`src/rtl/rtc_bus_pkg.sv`:
```
// Shared definitions for the RTC bus-cycle engine and the sequencers that drive it:
// state encoding, default phase timings and read/write encodings.
package rtc_bus_pkg;

    typedef enum logic [3:0] {
        ST_IDLE,
        ST_A_SETUP,
        ST_A_STROBE,
        ST_A_HOLD,
        ST_GAP,
        ST_D_SETUP,
        ST_D_STROBE,
        ST_D_HOLD,
        ST_DONE
    } bus_state_t;

    localparam int T_SETUP_DEFAULT  = 2;
    localparam int T_STROBE_DEFAULT = 10;
    localparam int T_HOLD_DEFAULT   = 2;
    localparam int T_GAP_DEFAULT    = 6;

    localparam logic RW_READ  = 1'b1;
    localparam logic RW_WRITE = 1'b0;

endpackage

```
`src/rtl/rtc_bus_cycle_if.sv`:
```
// Request handshake plus RTC pin-side signals of the bus-cycle engine.
// slave is the engine; master is the sequencer together with the pin-level AD buffer.
interface rtc_bus_cycle_if;
    logic       start;
    logic       rw;
    logic [7:0] addr;
    logic [7:0] wdata;
    logic       busy;
    logic       done;
    logic [7:0] rdata;
    logic       ChipSelect;
    logic       Read;
    logic       Write;
    logic       AoD;
    logic [7:0] ad_out;
    logic       ad_oe;
    logic [7:0] ad_in;

    modport master (
        output start, rw, addr, wdata, ad_in,
        input  busy, done, rdata, ChipSelect, Read, Write, AoD, ad_out, ad_oe
    );

    modport slave (
        input  start, rw, addr, wdata, ad_in,
        output busy, done, rdata, ChipSelect, Read, Write, AoD, ad_out, ad_oe
    );
endinterface

```
`src/rtl/rtc_phase_timer.sv`:
```
// 8-bit loadable down-counter that times each bus-cycle phase; zero marks the
// last cycle of the current phase.
module rtc_phase_timer (
    input  logic       clk,
    input  logic       reset,
    input  logic       load,
    input  logic [7:0] load_value,
    output logic       zero
);
    logic [7:0] count_reg;

    always_ff @(posedge clk or negedge reset) begin
        if (!reset) begin
            count_reg <= '0;
        end else if (load) begin
            count_reg <= load_value;
        end else if (count_reg != 8'd0) begin
            count_reg <= count_reg - 8'd1;
        end
    end

    assign zero = (count_reg == 8'd0);
endmodule

```
`src/rtl/rtc_bus_cycle.sv`:
```
// Two-phase RTC bus-cycle engine: address phase (AoD=0) then data phase (AoD=1),
// with every pin output registered from the next state so strobes are glitch-free.
module rtc_bus_cycle
    import rtc_bus_pkg::*;
#(
    parameter int T_SETUP  = T_SETUP_DEFAULT,
    parameter int T_STROBE = T_STROBE_DEFAULT,
    parameter int T_HOLD   = T_HOLD_DEFAULT,
    parameter int T_GAP    = T_GAP_DEFAULT
) (
    input  logic            clk,
    input  logic            reset,
    rtc_bus_cycle_if.slave  bus
);
    bus_state_t state_reg, state_next;
    logic       phase_zero;
    logic       accept;
    logic       rw_reg, rw_sel;
    logic [7:0] addr_reg, addr_sel;
    logic [7:0] wdata_reg, wdata_sel;
    logic       cs_reg, rd_reg, wr_reg, aod_reg, oe_reg, busy_reg, done_reg;
    logic       cs_next, rd_next, wr_next, aod_next, oe_next, busy_next, done_next;
    logic [7:0] ad_reg, ad_next, rdata_reg;

    function automatic logic [7:0] phase_length(input bus_state_t st);
        case (st)
            ST_A_SETUP, ST_D_SETUP:   return 8'(T_SETUP - 1);
            ST_A_STROBE, ST_D_STROBE: return 8'(T_STROBE - 1);
            ST_A_HOLD, ST_D_HOLD:     return 8'(T_HOLD - 1);
            ST_GAP:                   return 8'(T_GAP - 1);
            default:                  return 8'd0;
        endcase
    endfunction

    // Reloading on every state change gives each timed state exactly its count of cycles.
    rtc_phase_timer u_phase_timer (
        .clk        (clk),
        .reset      (reset),
        .load       (state_next != state_reg),
        .load_value (phase_length(state_next)),
        .zero       (phase_zero)
    );

    assign accept    = (state_reg == ST_IDLE) && bus.start;
    assign rw_sel    = accept ? bus.rw    : rw_reg;
    assign addr_sel  = accept ? bus.addr  : addr_reg;
    assign wdata_sel = accept ? bus.wdata : wdata_reg;

    always_ff @(posedge clk or negedge reset) begin
        if (!reset) begin
            state_reg <= ST_IDLE;
            rw_reg    <= RW_WRITE;
            addr_reg  <= '0;
            wdata_reg <= '0;
        end else begin
            state_reg <= state_next;
            rw_reg    <= rw_sel;
            addr_reg  <= addr_sel;
            wdata_reg <= wdata_sel;
        end
    end

    always_comb begin
        state_next = state_reg;
        case (state_reg)
            ST_IDLE:     if (bus.start) state_next = ST_A_SETUP;
            ST_A_SETUP:  if (phase_zero) state_next = ST_A_STROBE;
            ST_A_STROBE: if (phase_zero) state_next = ST_A_HOLD;
            ST_A_HOLD:   if (phase_zero) state_next = ST_GAP;
            ST_GAP:      if (phase_zero) state_next = ST_D_SETUP;
            ST_D_SETUP:  if (phase_zero) state_next = ST_D_STROBE;
            ST_D_STROBE: if (phase_zero) state_next = ST_D_HOLD;
            ST_D_HOLD:   if (phase_zero) state_next = ST_DONE;
            default:     state_next = ST_IDLE;
        endcase
    end

    // Outputs are decoded from the state being entered so they change on the same edge.
    always_comb begin
        cs_next   = 1'b1;
        rd_next   = 1'b1;
        wr_next   = 1'b1;
        aod_next  = 1'b0;
        oe_next   = 1'b0;
        ad_next   = '0;
        busy_next = (state_next != ST_IDLE);
        done_next = (state_next == ST_DONE);
        case (state_next)
            ST_A_SETUP, ST_A_STROBE, ST_A_HOLD: begin
                cs_next = 1'b0;
                oe_next = 1'b1;
                ad_next = addr_sel;
                wr_next = (state_next != ST_A_STROBE);
            end
            ST_D_SETUP, ST_D_STROBE, ST_D_HOLD: begin
                cs_next  = 1'b0;
                aod_next = 1'b1;
                if (rw_sel == RW_READ) begin
                    rd_next = (state_next != ST_D_STROBE);
                end else begin
                    oe_next = 1'b1;
                    ad_next = wdata_sel;
                    wr_next = (state_next != ST_D_STROBE);
                end
            end
            ST_GAP, ST_DONE: aod_next = 1'b1;
            default: ;
        endcase
    end

    always_ff @(posedge clk or negedge reset) begin
        if (!reset) begin
            cs_reg    <= 1'b1;
            rd_reg    <= 1'b1;
            wr_reg    <= 1'b1;
            aod_reg   <= 1'b0;
            oe_reg    <= 1'b0;
            ad_reg    <= '0;
            busy_reg  <= 1'b0;
            done_reg  <= 1'b0;
            rdata_reg <= '0;
        end else begin
            cs_reg    <= cs_next;
            rd_reg    <= rd_next;
            wr_reg    <= wr_next;
            aod_reg   <= aod_next;
            oe_reg    <= oe_next;
            ad_reg    <= ad_next;
            busy_reg  <= busy_next;
            done_reg  <= done_next;
            if (state_reg == ST_D_STROBE && phase_zero && rw_reg == RW_READ) begin
                rdata_reg <= bus.ad_in;
            end
        end
    end

    assign bus.ChipSelect = cs_reg;
    assign bus.Read       = rd_reg;
    assign bus.Write      = wr_reg;
    assign bus.AoD        = aod_reg;
    assign bus.ad_oe      = oe_reg;
    assign bus.ad_out     = ad_reg;
    assign bus.busy       = busy_reg;
    assign bus.done       = done_reg;
    assign bus.rdata      = rdata_reg;
endmodule

```
`src/flat_wrapper.sv`:
```
// flat-port wrapper written by rule: the top's interface ports become plain ports
module rtc_bus_cycle_flat import rtc_bus_pkg::*;
#(
    parameter int T_SETUP  = T_SETUP_DEFAULT,
    parameter int T_STROBE = T_STROBE_DEFAULT,
    parameter int T_HOLD   = T_HOLD_DEFAULT,
    parameter int T_GAP    = T_GAP_DEFAULT
)
  (clk, reset, bus_start, bus_rw, bus_addr, bus_wdata, bus_ad_in, bus_busy, bus_done, bus_rdata, bus_ChipSelect, bus_Read, bus_Write, bus_AoD, bus_ad_out, bus_ad_oe);
  rtc_bus_cycle_if bus_i ();
  input  logic clk;
  input  logic reset;
  input wire logic [$bits(bus_i.start)-1:0] bus_start;
  input wire logic [$bits(bus_i.rw)-1:0] bus_rw;
  input wire logic [$bits(bus_i.addr)-1:0] bus_addr;
  input wire logic [$bits(bus_i.wdata)-1:0] bus_wdata;
  input wire logic [$bits(bus_i.ad_in)-1:0] bus_ad_in;
  output wire logic [$bits(bus_i.busy)-1:0] bus_busy;
  output wire logic [$bits(bus_i.done)-1:0] bus_done;
  output wire logic [$bits(bus_i.rdata)-1:0] bus_rdata;
  output wire logic [$bits(bus_i.ChipSelect)-1:0] bus_ChipSelect;
  output wire logic [$bits(bus_i.Read)-1:0] bus_Read;
  output wire logic [$bits(bus_i.Write)-1:0] bus_Write;
  output wire logic [$bits(bus_i.AoD)-1:0] bus_AoD;
  output wire logic [$bits(bus_i.ad_out)-1:0] bus_ad_out;
  output wire logic [$bits(bus_i.ad_oe)-1:0] bus_ad_oe;
  assign bus_i.start = bus_start;
  assign bus_i.rw = bus_rw;
  assign bus_i.addr = bus_addr;
  assign bus_i.wdata = bus_wdata;
  assign bus_i.ad_in = bus_ad_in;
  assign bus_busy = bus_i.busy;
  assign bus_done = bus_i.done;
  assign bus_rdata = bus_i.rdata;
  assign bus_ChipSelect = bus_i.ChipSelect;
  assign bus_Read = bus_i.Read;
  assign bus_Write = bus_i.Write;
  assign bus_AoD = bus_i.AoD;
  assign bus_ad_out = bus_i.ad_out;
  assign bus_ad_oe = bus_i.ad_oe;
  rtc_bus_cycle #(.T_SETUP(T_SETUP), .T_STROBE(T_STROBE), .T_HOLD(T_HOLD), .T_GAP(T_GAP)) u_core (.clk(clk), .reset(reset), .bus(bus_i));
endmodule
```
`config.mk`:
```
export PLATFORM = sky130hd
export DESIGN_NAME = rtc_bus_cycle_flat
export DESIGN_NICKNAME = d
export VERILOG_FILES = /design/src/rtl/rtc_bus_pkg.sv /design/src/rtl/rtc_bus_cycle_if.sv /design/src/rtl/rtc_phase_timer.sv /design/src/rtl/rtc_bus_cycle.sv /design/src/flat_wrapper.sv
export SDC_FILE = /design/constraint.sdc
export NUM_CORES = 1
export LEC_CHECK = 0
export ABC_AREA = 1
export BUFFER_PORTS_ARGS = -buffer_cell sky130_fd_sc_hd__buf_4
export CAP_MARGIN = 10
export CELL_PAD_IN_SITES_DETAIL_PLACEMENT = 0
export CELL_PAD_IN_SITES_GLOBAL_PLACEMENT = 1
export CORE_MARGIN = 2
export CORE_UTILIZATION = 38
export CTS_BUF_LIST = sky130_fd_sc_hd__clkbuf_4
export DETAILED_ROUTE_END_ITERATION = 10
export GPL_ROUTABILITY_DRIVEN = 0
export PLACE_DENSITY = 0.73
export SETUP_SLACK_MARGIN = 0.2
export SLEW_MARGIN = 10
export SYNTH_ARGS = -nofsm -noshare
export SYNTH_HDL_FRONTEND = slang
export SYNTH_HIERARCHICAL = 1
export SYNTH_SLANG_ARGS = --single-unit
```
`constraint.sdc`:
```
create_clock -name clk -period 2.1 [get_ports clk]
set_input_delay 0.525 -clock clk [delete_from_list [all_inputs] [get_ports clk]]
set_output_delay 0.525 -clock clk [all_outputs]
set_load 0.005 [all_outputs]
```
* After elaboration in Yosys (flattened, before gate mapping)
Index checks and enable logic that the tools add are counted.
** Operators by class
- Add/sub/neg operators :: 1
- Divide/modulo/power cells :: 0
- Multiplexer cells :: 25
- Multipliers :: 0
- Shift-type cells :: 0
- Reductions and logical operators :: 14
- Equality and inequality tests :: 18
- Bitwise logic cells :: 0
- $lt $le $gt $ge :: 0
** Operator list (number)
- 8-bit 2-to-1 mux :: 5
- 4-bit by 3-bit equality test with 1-bit output, second input constant :: 8
- 4-bit 2-to-1 mux :: 8
- 4-bit one-hot mux with 8 select lines :: 1
- 4-bit by 2-bit equality test with 1-bit output, second input constant :: 4
- 8-bit one-hot mux with 2 select lines :: 1
- 4-bit one-hot mux with 3 select lines :: 1
- 4-bit by 1-bit equality test with 1-bit output, second input constant :: 2
- 8-bit logical NOT :: 1
- 8-bit nonzero test :: 1
- 8-bit by 1-bit subtractor with 8-bit output, second input constant :: 1
- 1-bit 2-to-1 mux :: 7
- 3-bit OR reduction :: 2
- 6-bit OR reduction :: 1
- 5-bit OR reduction :: 1
- 4-bit equality test, second input constant :: 1
- 4-bit logical NOT :: 1
- 4-bit by 2-bit inequality test with 1-bit output, second input constant :: 1
- 4-bit by 3-bit inequality test with 1-bit output, second input constant :: 1
- 4-bit inequality test :: 1
- 1-bit one-hot mux with 2 select lines :: 2
- 4-bit nonzero test :: 1
- 4-bit OR reduction :: 1
- 1-bit logical AND :: 3
- other kinds (2) :: 2
** Word-level totals
- RAM bits :: 0
- Flip-flop bits (word level) :: 52
- Bits in read-only memories :: 0
- Memories kept :: 0
- Word-level logic and storage cells :: 72
- Latch bits :: 0

* Logic depth before layout (Yosys ltp)
Gate-level depths: netlist of the first run.
- Depth in word-level cells :: 7
- Mapped depth :: 16
- Depth with buffers taken out :: 15

* By module
Netlist of the first run, hierarchy kept.
** By module, submodules not included
- rtc_bus_cycle :: cells an instance 218, times used 1, sequential area each 1104.8 um^2, area an instance 2026.9 um^2
- rtc_phase_timer :: cells an instance 71, times used 1, sequential area each 200.2 um^2, area an instance 531.8 um^2

* Worst setup path before layout of the first run
No wires, ideal clock.
- Path type :: register to register
- Start point :: reg u_core.u_phase_timer.count_reg[0]
- End point :: reg u_core.u_phase_timer.count_reg[1]
- Clock period less this slack :: 2099 ps
- Arrival :: 1982 ps
- Cell stages (with the launch flop) :: 16
- Path buffers :: 1
- Setup time :: 117 ps
- Path slack :: 1 ps
- Cells stage by stage :: dfrtp_1 > inv_1 > ha_1 > nand2_4 > nor2_8 > inv_1 > nand2_1 > nand2_1 > nand2_2 > nand3_4 > xor2_1 > nand2_1 > buf_2 > o21ai_0 > nand2_1 > o21ai_2
** Between the ends
- Cells in the longest elaborated chain, start to end :: 5
** RTL lines
- start: declaration :: line rtc_phase_timer.sv:10 : logic [7:0] count_reg;
- start signal: assignment :: line rtc_phase_timer.sv:16 : count_reg <= load_value;
- start signal: assignment :: line rtc_phase_timer.sv:18 : count_reg <= count_reg - 8'd1;
- 8-bit logical NOT * :: line rtc_phase_timer.sv:22 : assign zero = (count_reg == 8'd0);
- net u_core.phase_zero :: line rtc_bus_cycle.sv:16 : logic phase_zero;
- 4-bit 2-to-1 mux (tied with other cells) :: line rtc_bus_cycle.sv:73 : ST_D_HOLD: if (phase_zero) state_next = ST_DONE;
- 4-bit one-hot mux with 8 select lines * :: line rtc_bus_cycle.sv:65 : case (state_reg)
- net u_core.state_next[0] :: line rtc_bus_cycle.sv:15 : bus_state_t state_reg, state_next;
- 4-bit inequality test * :: line rtc_bus_cycle.sv:39 : .load (state_next != state_reg),
- 8-bit 2-to-1 mux / 2-bit nonzero test (equally long branches)
Mark *: on every way through the listed nets, which the timed path passes. The rest lies on a longest branch. The select of a mux whose other input is x is not followed.
A chain may end at the register's enable or synchronous reset.

* Worst setup path after layout of the first run
- Start point :: reg u_core.u_phase_timer.count_reg[1]
- End point :: reg u_core.u_phase_timer.count_reg[1]
Same word-level chain as after synthesis.

==> results.md, run 1 <==
- Mux share of post-synthesis cell area: 0%
- Power Total: about 4900 µW
- CP dominant cell by count: nand2_2
- Dpl ws: 0.0587 ns
- Status: complete, no violations
- Fin util: 51.6%
- Worst-path clk slew: 0.16 ns
- Tmin final: approximately 1.9 ns
- Lkg Pwr: approximately 0.0018 µW
- Die X: about 86 µm
- Peak supply drop: just under 0.6 mV
- CP max-delay cell: dfrtp_1
- Ant. Diodes: 0
- Sink Count: 52
- Ports: 51
- Buf/Inv on CP: 3
- Worst r2r path cells: 15
- Ranking of synthesized cells by area: dfrtp_1 (48%), nand2_1 (12%), o21ai_2 (7.2%), inv_1 (6.7%), nand3_1 (3.1%)
- Min Hold Slack: 0.169 ns
- Post-Synth Simple-Gate Area: 28.4%
- Worst Hold Class: in2async
- Synth Area in Adders: less than 1%
- Chip Height: roughly 86 µm
- Post-synth top area share: between 40% and 50%
- Vias per Instance: 4.43
- Worst Tran Pin Value: approximately 0.65 ns
- Critical Path Source Type: flip-flop
- Compound-cell area share of the yosys netlist: a little under 10%
- CTS tree: yes
- DRT iter0 DRCs: 87
- CP Max Fanout: 7
- CTS buffer count: 5
- RSZ-0062 raised after global routing: true
- DRC: 0
- Clock latency at the later pin of the worst-skew pair: between 0.3 and 0.4 ns
- Core box area: between 6000 and 7000 µm²
- First-pass GRT wire length: between 8000 and 9000 µm
- Antenna-violating nets left: 0
- Remaining Overflow, GRT: 0
- Pwr dens: ~1500 nW/µm²
- Root buffer cell: clkbuf_4
- Drt pass-1 iters: 4
- Routed via count: 1962
- Post-Syn Area per Cell: approximately 8.9 µm²
- Register area share after synthesis: between 50% and 60%
- Critical path cell sequence: inv_2 > ha_4 > nand2_4 > nor2_8 > inv_2 > nand2_2 > nand2_2 > nand2_2 > nand3_4 > xor2_2 > nand2_4 > buf_6 > o21ai_2 > nand2_1 > o21ai_2
- WL final: ~5200 µm
- PnR worst setup slack: around 0.21 ns
- Starting density of the core: about two fifths
- Synthesized area: 2560 µm²
- FILL cells: ~630
- Max Slew Vio Count: 0
- Post-Synthesis Cells: 289
- Final net count: 394
- Yosys cell types: 29
- Synth warnings: 6
- Most common cell after layout, fill and taps aside: nand2_1
- Period utilization: 90.1%
- Max cap viols: 0
- Crit path DAT: roughly 2.2 ns
- Endpoints failing setup: 0
- Dpl hpwl: roughly 3600 µm
- Post-synth top area cell: dfrtp_1
- Critical Path RT: about 2.4 ns
- Crit. End Element: flip-flop
- Yosys reg bits: 52
- Synthesis-to-finish area growth: 29.5%
- Fmax: about 0.53 GHz
- H-tree depth: 2
- Family with the most delay on the worst path: simple AND/OR/NAND/NOR gates
- Final Hold Viols: 0
- Row Count: 29
- Pin count of the biggest net entering global routing: 53
- Number of antenna violations at the first check in global routing: 0
- Die area: about 7400 µm²
- Port Buffer Count: 50
- Max incr delay on CP: between 0.4 and 0.5 ns
- CP Class: reg2reg
- Critical path depth: 15
- Skew final: approximately 0.026 ns
- Share of cells above drive strength 1: 39.1%
- Gr usage total: approximately 15%
- Largest family of logic cells by synthesized area: simple AND/OR/NAND/NOR gates
- DR WL/cell: 11.7 µm
- Setup TNS: 0 ns
- Number of global-route vias before repair: roughly 2000
- Synth Area in XOR/XNOR: between 1 and 1.5%
- CTS Buffer Depth: 2
- Slew headroom: a little under three fifths
- Most frequent cells in the layout: nand2_1 (78), buf_4 (68), dfrtp_1 (49)
-- where the power goes --
group | total, µW | switching (µW) | internal, µW
Sequential | 1580 | 186 | 1390
Clock | 466 | 319 | 148
Combinational | 2880 | 1640 | 1240
Total | 4920 | 2150 | 2780
-- logic make-up after synthesis --
| kind of cell | count (synthesis) |
|---|---|
| other | 1 |
| flip-flops | 52 |
| AO/OA/AOI/OAI | 33 |
| adder cells (fa/ha/maj) | 1 |
| AND/OR/NAND/NOR | 144 |
| XOR/XNOR | 3 |
| buffers and inverters | 55 |
-- metrics by stage --
stage | instance area [µm²] | std cells
2_1_floorplan | 2600 | 293
3_3_place_gp | 3090 | 425
3_5_place_dp | 3090 | 425
4_1_cts | 3210 | 438
5_1_grt | 3310 | 443
6_report | 3310 | 443
-- worst register-to-register path, delay by kind of cell, from the launching register on --
kind	cells	cell delay, ns
simple gates	8	0.65
flops	1	0.43
buf+inv	3	0.29
xor+xnor	1	0.17
fa+ha+maj	1	0.16
compound gates	2	0.15
-- metal layers --
metal | routed length, µm | share of wire (%) | up-vias | track usage [%]
li1 | - | - | 1034 | -
met4 | 55 | 1.1 | 0 | 4.76
met3 | 202 | 3.9 | 4 | 2.98
met1 | 2510 | 48 | 892 | 20.7
met5 | 0 | 0 | - | 0
met2 | 2420 | 47 | 32 | 24.7
-- Yosys cell counts (all sizes together) --
library cell	instances
xor2	2
nor2	27
nand3	21
ha	1
a21oi	1
inv	50
nand4	5
dfrtp	49
xnor2	1
nand2	88
conb	1
dfstp	3
o21ai	31
buf	5
nor3	3
a21boi	1
-- final cells by class --
type                            instances  area (µm²)  share of cell area (%)
Multi-Input combinational cell        186        1120                    33.8
Inverter                               50         193                    5.82
Timing Repair Buffer                   70         542                    16.4
Clock inverter                          2        13.8                   0.415
Clock buffer                            6        45.0                    1.36
Tap cell                               77        96.3                    2.91
Sequential cell                        52        1310                    39.4
-- path summary, 6_finish.rpt --
check                                             startpoint                                end  slack, ns
hold reg to reg                           u_core/addr_reg[6]                 u_core/addr_reg[6]       0.49
hold / removal                                         reset                u_core/state_reg[0]       0.17
setup / recovery           u_core/u_phase_timer/count_reg[1]  u_core/u_phase_timer/count_reg[1]       0.21
max in group asynchronous                              reset                    u_core/bus.busy       1.49
setup reg to reg           u_core/u_phase_timer/count_reg[1]  u_core/u_phase_timer/count_reg[1]       0.21
min in group clk                                bus_wdata[4]                u_core/wdata_reg[4]       0.37
-- what timing repair did --
action / 4_1_cts / 5_1_grt
resized for setup: 5 / 14
setup endpoints to repair: 8 / 18
setup buffers: 5 / 5
pin swaps: 7 / 6
hold buffers: 0 / 0
No activity file was read; power rests on OpenSTA's default activity.
==> inputs of run 2 (changes only) <==
--- a/config.mk
+++ b/config.mk
@@ -10,9 +10,8 @@
 export CAP_MARGIN = 10
 export CELL_PAD_IN_SITES_DETAIL_PLACEMENT = 0
 export CELL_PAD_IN_SITES_GLOBAL_PLACEMENT = 1
-export CORE_MARGIN = 2
 export CORE_UTILIZATION = 38
-export CTS_BUF_LIST = sky130_fd_sc_hd__clkbuf_4
+export CTS_BUF_LIST = sky130_fd_sc_hd__clkbuf_8
 export DETAILED_ROUTE_END_ITERATION = 10
 export GPL_ROUTABILITY_DRIVEN = 0
 export PLACE_DENSITY = 0.73
==> constraint.sdc (replaced) <==
create_clock -name clk -period 2.1 [get_ports clk]
set_input_delay 0.525 -clock clk [delete_from_list [all_inputs] [get_ports clk]]
set_output_delay 0.525 -clock clk [all_outputs]
set_load 0.1 [all_outputs]
==> run 2 against run 1 <==
Net effect: die area decreased by 4.6%; via count up 3.1%; highest routed layer unchanged; cell count is 0.23% higher; critical path depth increased by 1; the flow now finishes with violations (DRC); final area is essentially flat; fmax down 0.18%; sequential cell count is the same; clock power increased by 30%; clock skew decreased by 0.016 ns; worst setup slack got worse by 0.0034 ns.
==> results.md, run 2 (same netlist as run 1, synthesis figures left out) <==
- Chip Height: 84.1 µm (-2.3%)
- Sink Count: 52 (unchanged)
- Drt pass-1 iters: 7 (+3)
- Worst r2r path cells: 16 (+1)
- Starting density of the core: 39.8% (unchanged)
- Ports: 51 (unchanged)
- Most common cell after layout, fill and taps aside: nand2_1
- Port Buffer Count: 50 (unchanged)
- Skew final: 0.00979 ns (-0.0159 ns)
- Pwr dens: 1750 nW/µm² (+17%)
- Worst Hold Class: in2async
- Row Count: 29 (unchanged)
- CP Class: reg2reg
- Die area: 7070 µm² (-4.6%)
- Max Slew Vio Count: 0 (unchanged)
- Clock latency at the later pin of the worst-skew pair: 0.31 ns (-0.06 ns)
- Max cap viols: 0 (unchanged)
- Peak supply drop: 0.976 mV (+65%)
- RSZ-0062 raised after global routing: true
- CP max-delay cell: dfrtp_1
- Core box area: 6420 µm² (unchanged)
- Critical Path RT: 2.30 ns (-0.10 ns)
- Final Hold Viols: 0 (unchanged)
- Ant. Diodes: 0 (unchanged)
- H-tree depth: 2 (unchanged)
- CTS Buffer Depth: 2 (unchanged)
- Final net count: 395 (+0.25%)
- Lkg Pwr: 0.00179 µW (+1.0%)
- CTS Hold Bufs: 0 (unchanged)
- DRC: 6 (+6)
- Critical path cell sequence: inv_2 > ha_4 > nand2_4 > nor2_8 > inv_2 > nand2_1 > nand2_1 > nand2_2 > nand3_4 > buf_4 > nor2_8 > nand2_1 > nand2_1 > o21ai_2 > nand2_1 > o21ai_2
- Crit. End Element: flip-flop
- First-pass GRT wire length: 9090 µm (+1.4%)
- Synthesis-to-finish area growth: 29.4% (about the same)
- Remaining Overflow, GRT: 0 (unchanged)
- DRT iter0 DRCs: 98 (+13%)
- Design Area, Final: 3310 µm² (about the same)
- CP dominant cell by count: nand2_1
- CTS buffer count: 5 (unchanged)
- Vias per Instance: 4.56 (+2.9%)
- FILL cells: 638 (+2.1%)
- Dpl hpwl: 3660 µm (+0.43%)
- CP Max Fanout: 7 (unchanged)
- Number of global-route vias before repair: 1952 (-1.5%)
- Crit path DAT: 2.09 ns (-0.11 ns)
- Dpl cell area: 3080 µm² (-0.49%)
- Die X: 84.1 µm (-2.3%)
- Period utilization: 90.3% (+0.16 points)
- Share of cells above drive strength 1: 38.4% (-0.65 points)
- WL final: 5240 µm (+1.2%)
- Max incr delay on CP: 0.41 ns (-0.02 ns)
- CTS tree: yes
- Routed via count: 2023 (+3.1%)
- Antenna-violating nets left: 0 (unchanged)
- Worst Tran Pin Value: 0.675 ns (+0.0226 ns)
- Family with the most delay on the worst path: simple AND/OR/NAND/NOR gates
- Number of antenna violations at the first check in global routing: 0 (unchanged)
- Fmax: 0.528 GHz (-0.18%)
- Fin util: 51.5% (about the same)
- Gr usage total: 16.4% (+1.2 points)
- Critical Path Source Type: flip-flop
- Pin count of the biggest net entering global routing: 53 (unchanged)
- Buf/Inv on CP: 3 (unchanged)
- Slew headroom: 55.0% (-1.5 points)
- Endpoints failing setup: 0 (unchanged)
- Min Hold Slack: 0.252 ns (+0.0827 ns)
- Status: finished, violations left
- Root buffer cell: clkbuf_8
- Setup TNS: 0 ns (unchanged)
- Most frequent cells in the layout: nand2_1 (82), buf_4 (70), dfrtp_1 (48)
- Violated checks: DRC
- Critical path depth: 16 (+1)
- DR WL/cell: 11.8 µm (+0.97%)
- Worst-path clk slew: 0.10 ns (-0.06 ns)
- Tmin final: 1.90 ns (+0.00336 ns)
-- run 2: area by class of cell --
type                            count  area (µm²)  share of cell area [%]
Timing Repair Buffer               71         537                    16.2
Tap cell                           77        96.3                    2.91
Multi-Input combinational cell    186        1090                    32.8
Inverter                           50         188                    5.67
Clock buffer                        6        82.6                    2.49
Sequential cell                    52        1310                    39.5
Clock inverter                      2        13.8                   0.416
-- run 2: path summary, 6_finish.rpt --
| kind | startpoint | slack (ns) | end |
|---|---|---|---|
| worst max-delay path | u_core/u_phase_timer/count_reg[0] | 0.20 | u_core/u_phase_timer/count_reg[0] |
| worst min-delay path | reset | 0.25 | u_core/bus.rdata[3] |
| worst max register to register | u_core/u_phase_timer/count_reg[0] | 0.20 | u_core/u_phase_timer/count_reg[0] |
| worst min register to register | u_core/addr_reg[2] | 0.48 | u_core/addr_reg[2] |
| max in group asynchronous | reset | 1.38 | u_core/u_phase_timer/count_reg[3] |
| min in group clk | bus_wdata[2] | 0.44 | u_core/wdata_reg[2] |
-- run 2: layer usage --
layer | global-route usage (%) | vias to the layer above | share of wire (%)
met4 | 5.80 | 0 | 1.5
met3 | 3.36 | 6 | 4.3
met2 | 27.0 | 42 | 49
met1 | 21.5 | 943 | 45
met5 | 0 | - | 0
li1 | - | 1032 | -
-- run 2: report_power, final --
part | switching, µW | internal [µW] | leakage, µW
combinational | 2350 | 1250 | 0.00114
clock | 338 | 270 | 0.0000516
sequential | 179 | 1390 | 0.000597
-- run 2: metrics by stage --
step           setup WS [ns]  cells  total power, µW
2_1_floorplan          0.186    293             4150
3_3_place_gp           0.107    423             4760
3_5_place_dp          0.0630    423             4780
4_1_cts                0.188    438             5630
5_1_grt               0.0404    444             6250
6_report               0.204    444             5780
-- run 2: repair_timing --
item                       in CTS  in global routing
setup endpoints to repair       8                 18
pin swaps                       7                  6
buffers inserted                7                  6
gates resized for setup         6                  5
